**src/rtl/fetch_pkg.sv**
```systemverilog
// fetch_pkg: shared widths, queue entry type and counter sizing for the
// instruction-fetch front end.
package fetch_pkg;
    localparam int PC_W_DEF    = 16;
    localparam int INSTR_W_DEF = 16;
    localparam int DEPTH_DEF   = 4;

    typedef struct packed {
        logic [PC_W_DEF-1:0]    pc;
        logic [INSTR_W_DEF-1:0] instr;
    } fetch_entry_t;

    // Counters must hold the value DEPTH itself, hence one extra bit.
    function automatic int cnt_w(input int depth);
        return $clog2(depth) + 1;
    endfunction
endpackage

```
**src/rtl/fetch_fifo.sv**
```systemverilog
// fetch_fifo: synchronous FIFO of fetched {pc, instr} entries with flush,
// occupancy count and a combinational head output.
module fetch_fifo
    import fetch_pkg::*;
#(
    parameter int W     = $bits(fetch_entry_t),
    parameter int DEPTH = DEPTH_DEF,
    localparam int AW   = $clog2(DEPTH),
    localparam int CW   = cnt_w(DEPTH)
) (
    input  logic          clk_i,
    input  logic          rst_i,
    input  logic          flush,
    input  logic          push,
    input  logic          pop,
    input  logic [W-1:0]  din,
    output logic [W-1:0]  head,
    output logic [CW-1:0] count
);
    logic [W-1:0]  mem [DEPTH];
    logic [AW-1:0] rd_ptr, wr_ptr;

    always_ff @(posedge clk_i or negedge rst_i) begin
        if (!rst_i) begin
            rd_ptr <= '0;
            wr_ptr <= '0;
            count  <= '0;
        end else if (flush) begin
            rd_ptr <= '0;
            wr_ptr <= '0;
            count  <= '0;
        end else begin
            if (push) wr_ptr <= wr_ptr + 1'b1;
            if (pop) rd_ptr <= rd_ptr + 1'b1;
            count <= count + CW'(push) - CW'(pop);
        end
    end

    // Storage needs no reset: the head is qualified by count in the parent.
    always_ff @(posedge clk_i) begin
        if (push && !flush) mem[wr_ptr] <= din;
    end

    assign head = mem[rd_ptr];
endmodule

```
**src/rtl/fetch_queue_unit.sv**
```systemverilog
// fetch_queue_unit: owns the fetch PC, issues pipelined imem reads under a
// credit limit, discards stale returns after redirect and queues the rest for decode.
module fetch_queue_unit
    import fetch_pkg::*;
#(
    parameter int              PC_W     = PC_W_DEF,
    parameter int              INSTR_W  = INSTR_W_DEF,
    parameter int              DEPTH    = DEPTH_DEF,
    parameter logic [PC_W-1:0] RESET_PC = '0,
    parameter int              PC_STEP  = 1
) (
    input  logic               clk_i,
    input  logic               rst_i,
    output logic               imem_req_o,
    output logic [PC_W-1:0]    imem_addr_o,
    input  logic               imem_gnt_i,
    input  logic               imem_rvalid_i,
    input  logic [INSTR_W-1:0] imem_rdata_i,
    input  logic               redirect_i,
    input  logic [PC_W-1:0]    redirect_pc_i,
    input  logic               stall_i,
    output logic               instr_valid_o,
    output logic [INSTR_W-1:0] instr_o,
    output logic [PC_W-1:0]    instr_pc_o,
    output logic [PC_W-1:0]    next_pc_o
);
    localparam int              CW   = cnt_w(DEPTH);
    localparam logic [PC_W-1:0] STEP = PC_W'(PC_STEP);

    typedef struct packed {
        logic [PC_W-1:0]    pc;
        logic [INSTR_W-1:0] instr;
    } entry_t;

    logic            running;
    logic [PC_W-1:0] fetch_pc, resp_pc;
    logic [CW-1:0]   inflight, inflight_nxt, drop, count;
    logic            gnt_fire, ret, push, pop;
    entry_t          head, din;

    // Credit counts both outstanding reads and queued entries, so a return
    // always finds room in the queue.
    assign imem_req_o   = running && (({1'b0, inflight} + {1'b0, count}) < (CW+1)'(DEPTH));
    assign imem_addr_o  = fetch_pc;
    assign gnt_fire     = imem_req_o && imem_gnt_i;
    assign ret          = imem_rvalid_i && (inflight != '0);
    assign push         = ret && (drop == '0) && !redirect_i;
    assign pop          = instr_valid_o && !stall_i && !redirect_i;
    assign inflight_nxt = inflight + CW'(gnt_fire) - CW'(ret);
    assign din          = '{pc: resp_pc, instr: imem_rdata_i};

    assign instr_valid_o = count != '0;
    assign instr_o       = instr_valid_o ? head.instr : '0;
    assign instr_pc_o    = instr_valid_o ? head.pc : RESET_PC;
    assign next_pc_o     = instr_pc_o + STEP;

    always_ff @(posedge clk_i or negedge rst_i) begin
        if (!rst_i) begin
            running  <= 1'b0;
            fetch_pc <= RESET_PC;
            resp_pc  <= RESET_PC;
            inflight <= '0;
            drop     <= '0;
        end else begin
            running  <= 1'b1;
            inflight <= inflight_nxt;
            // Every read still outstanding after a redirect is stale.
            if (redirect_i) begin
                fetch_pc <= redirect_pc_i;
                resp_pc  <= redirect_pc_i;
                drop     <= inflight_nxt;
            end else begin
                if (gnt_fire) fetch_pc <= fetch_pc + STEP;
                if (push) resp_pc <= resp_pc + STEP;
                if (ret && drop != '0) drop <= drop - 1'b1;
            end
        end
    end

    fetch_fifo #(
        .W     ($bits(entry_t)),
        .DEPTH (DEPTH)
    ) u_fifo (
        .clk_i (clk_i),
        .rst_i (rst_i),
        .flush (redirect_i),
        .push  (push),
        .pop   (pop),
        .din   (din),
        .head  (head),
        .count (count)
    );

    a_rvalid_outstanding: assert property (@(posedge clk_i) disable iff (!rst_i)
        (imem_rvalid_i && running) |-> (inflight != '0));
    a_no_overflow: assert property (@(posedge clk_i) disable iff (!rst_i)
        (push && !pop) |-> (count < CW'(DEPTH)));
endmodule
```
**config.mk**
```make
export PLATFORM = sky130hd
export DESIGN_NAME = fetch_queue_unit
export DESIGN_NICKNAME = d
export VERILOG_FILES = /design/src/rtl/fetch_pkg.sv /design/src/rtl/fetch_fifo.sv /design/src/rtl/fetch_queue_unit.sv
export SDC_FILE = /design/constraint.sdc
export NUM_CORES = 1
export LEC_CHECK = 0
export ABC_AREA = 1
export CAP_MARGIN = 20
export CORE_UTILIZATION = 60
export CTS_CLUSTER_DIAMETER = 120
export DETAILED_ROUTE_END_ITERATION = 6
export HOLD_SLACK_MARGIN = 0.03
export PLACE_DENSITY = 0.93
export SLEW_MARGIN = 20
export SYNTH_ARGS = -nofsm -noshare
export SYNTH_HDL_FRONTEND = slang
export SYNTH_SLANG_ARGS = --single-unit
```
**constraint.sdc**
```tcl
create_clock -name clk_i -period 7.6 [get_ports clk_i]
set_clock_uncertainty 0.1 [all_clocks]
set_input_delay 1.52 -clock clk_i [delete_from_list [all_inputs] [get_ports clk_i]]
set_output_delay 1.52 -clock clk_i [all_outputs]
set_load 0.05 [all_outputs]
```
==> results list <==
* Run status: complete, no violations
- Number of buffer and inverter stages on the critical path: 4
* Core region area: 13,300 µm²
- The tightest min-delay check is of the reg -> reg type.
- The number of antenna diodes in the final layout is 0.
- Async set or reset register ratio after synthesis: 26.4%
- The floorplan has 42 rows.
- Sequential cell area: 5000 µm²
- The post-route netlist has 6.44% of its cells at a drive strength greater than 1.
- Summed over all layers, the routed wires come to 19.9 mm.
* Critical path's top delay family: buffers and inverters
- Global-route congestion overflow total: 0
- Number of buffers created by CTS: 17
* Detailed-route vias per instance: 5.84
* GRT Resource Usage Total: 29.1%
- Die boundary width: 119 µm
- For this run, the number of Yosys warnings is 0.
* Maximum number of pins on one net before global-route repair: 67
- Overall die area: 14,200 µm²
* H-tree depth: 4
* Via count: 6,745
- The number of antenna violations at the first check in global routing is 0.
- Class of the most critical setup path: reg -> out
- Required time worst endpoint: 5.98 ns
- Hold Fails Final Rpt: 0
- In the post-synthesis netlist, the cell with the most instances is nand2_1.
- The pre-antenna-repair detailed-routing pass consisted of 5 iterations.
- After detailed routing, the number of remaining DRC violations is 0.
- Counting flops with a built-in enable in the synthesized netlist gives 128.
* Setup repair after global routing missed its margin: no
* Clock-pin slew reported for the worst setup and hold paths after clock tree synthesis: 0.07 ns
- Number of sinks handled by clock tree synthesis: 174
* Tcrit/Tclk final: 72.3%
- Post-DP Area: 9410 µm²
- The number of setup buffers added after CTS is 0.
- Measured against its own limit, the worst slew margin works out to 32.2%.
- By area the synthesized netlist is led by edfxtp_1 47%, dfrtp_1 14%, nand2_1 9.4%, nor2_1 6.0%, nand3_1 4.1%.
* Residual antenna-violating net count after detailed routing: 0
- The clock passes through at most 2 buffers.
- Instance count of the mapped netlist: 863
- Starting density of the core: 61.8%
* Arrival time of the worst setup path: 3.88 ns
* Post-placement cell count: 1,122
- The commonest cells after synthesis are 207 x nand2_1, 131 x nor2_1, 128 x edfxtp_1.
- The multi-input combinational cells in the finished layout cover a total of 2810 µm².
- Counting flops and latches in the post-synthesis netlist gives 174.
- After the last flow step, the layout net total stands at 1,020.
- Setup violations remaining at the end of the flow were counted as 0.
* Synth Net Count: 918
- Cell variety after synth: 35
- The number of hold buffers added after CTS was 0.
- Fraction of post-synthesis cell area in the top cell type by area: 46.6%
* Post-detailed-placement half-perimeter wirelength: 12.2 mm
* Endpoint type of the worst setup path: output port
* Maximum resistive drop on vdd: 0.243 mV
- On the worst path, the slowest cell contributes a delay of 0.81 ns.
* Final setup slack of the worst path: 2.10 ns
* Layout overhead on the synthesized area: 21.3%
- First-pass GRT wire length: 31.5 mm
- Main flop type after synthesis: edfxtp_1
- Final Cell Area: 10,000 µm²
- OpenSTA, run right after detailed placement, puts the worst setup slack at 2.58 ns.
- Clock tree root driver cell: clkbuf_16
* Cell with the most instances on the worst path: inv_1
- Total Neg Setup Slack: 0 ns
- Library cell with the largest summed area after synthesis: edfxtp_1
- Post-Layout Cell Count: 1,154
* Die span in y: 119 µm
- Register area share after synthesis: 60.6%
* Post-cts sizing count: 0
- Fill cell total of the finished layout: 822
- Min Tclk post-route: 5.50 ns
- The cell area that synthesis handed to floorplanning was 8250 µm².
- At the pin with the least slew margin, the transition time is 1.02 ns.
- Maximum fanout along the worst path: 23
- Port bufs: 103
- During I/O placement, the number of pins put on the boundary was 104.
* Achievable clock frequency: 182 MHz
- Across the run, the number of max-cap violations was 0.
- The slowest stage of the critical path is the clkdlybuf4s50_1 cell.
- Areal power density over the cells: 366 nW/µm²
- Final slew viol count: 0
- Count of routing violations after the opening detailed-route iteration: 1,030
- Number of global-route vias before repair: 6,470
- TritonCTS clock tree: built
- Crit start category: flop
- Clk Latency, worst-skew pair: 0.44 ns
- P_leak: 3.99 nW
- The congestion estimate from routability-driven global placement came to 0.905.
- Synthesized area per cell: 9.56 µm²
- Cell chain of the critical path: inv_1 -> nand3_2 -> inv_1 -> a21oi_1 -> ha_1 -> nand3_1 -> inv_1 -> nand2_1 -> xor2_1 -> clkdlybuf4s50_1
* Routed len/inst: 17.2 µm
final timing paths:
kind / startpoint / endpoint / slack (ns) / cells past startpoint
min reg2reg: resp_pc[14]$_DFFE_PN0P_ / u_fifo.mem[0][30]$_DFFE_PP_ / 0.44 / 0
min in group asynchronous: rst_i / imem_addr_o[13]$_DFFE_PN0P_ / 1.07 / 2
max reg2reg: u_fifo.count[2]$_DFF_PN0_ / u_fifo.count[2]$_DFF_PN0_ / 4.03 / 13
max: u_fifo.count[2]$_DFF_PN0_ / next_pc_o[8] / 2.10 / 10
min: resp_pc[14]$_DFFE_PN0P_ / u_fifo.mem[0][30]$_DFFE_PP_ / 0.44 / 0
max in group asynchronous: rst_i / u_fifo.rd_ptr[0]$_DFFE_PN0P_ / 5.89 / 2
where the power goes:
part	internal (W)	total, W	switching (W)
sequential	0.00111	0.00119	0.0000809
combinational	0.000472	0.00162	0.00115
clock	0.000441	0.000854	0.000413
total	0.00202	0.00366	0.00164
stage by stage:
stage	total power, W	hold slack [ns]	utilization (%)
floorplan	0.00231	0.376	-
global placement	0.00276	0.405	70.5
detailed placement	0.00280	0.417	70.5
CTS	0.00365	0.433	75.0
global route	0.00381	0.466	75.0
finish	0.00366	0.441	75.0
flip-flops by register name (all words and copies together), names as in the netlist:
name	count
imem_addr_o	16
u_fifo.rd_ptr	2
u_fifo.wr_ptr	2
u_fifo.mem	128
resp_pc	16
inflight	3
u_fifo.count	3
running	1
drop	3
worst register-to-register path: stages (launching register included):
cell	delay (ns)
dfrtp_1	0.41
inv_1	0.10
nand3_2	0.39
inv_1	0.80
nor2_1	0.24
inv_1	0.17
nor2_1	0.06
ha_1	0.27
inv_1	0.06
ha_1	0.14
inv_1	0.05
fa_1	0.37
and3_1	0.18
nor3_1	0.13
cells by family (layout without fill, tap and decap cells):
kind of cell / count (synthesis) / count (layout) / share of synthesized area, %
and+or+nand+nor: 435 / 435 / 21.7
DFF: 174 / 174 / 60.6
buffers and inverters: 109 / 224 / 5.51
AOI/OAI and AO/OA: 106 / 106 / 7.18
xor gates and xnor gates: 21 / 21 / 2.23
adders and majority gates: 17 / 17 / 2.76
other: 1 / 1 / 0.0455
cells in the final DEF, fill, tap and decap left out, drive strengths merged, types with 9 or more instances in the layout:
| cell type | Yosys | routed |
|---|---|---|
| a21oi | 26 | 26 |
| nand3 | 70 | 70 |
| nor3 | 12 | 12 |
| nand2 | 207 | 207 |
| ha | 15 | 15 |
| edfxtp | 128 | 128 |
| o211ai | 12 | 12 |
| o21ai | 55 | 55 |
| clkbuf | 7 | 17 |
| nor2 | 139 | 139 |
| buf | 21 | 9 |
| dfrtp | 46 | 46 |
| inv | 80 | 88 |
| clkdlybuf4s50 | 0 | 102 |
| xor2 | 16 | 16 |
metal layers:
layer,share of wire [%],track usage [%],up-vias
met5,0,0,-
met4,2.5,12.2,0
met3,9.1,6.13,66
met2,50,49.6,429
met1,38,36.1,3162
li1,-,-,3088
area by class of cell:
type | instances | share of cell area [%]
clock inverters | 15 | 1.68
inverters | 81 | 3.04
multi-input cells | 580 | 28.1
flip-flops and latches | 174 | 49.9
repair buffers | 111 | 10.9
clock buffers | 17 | 4.25
well taps | 176 | 2.20
Note: power is estimated with default switching activity, not from simulation.
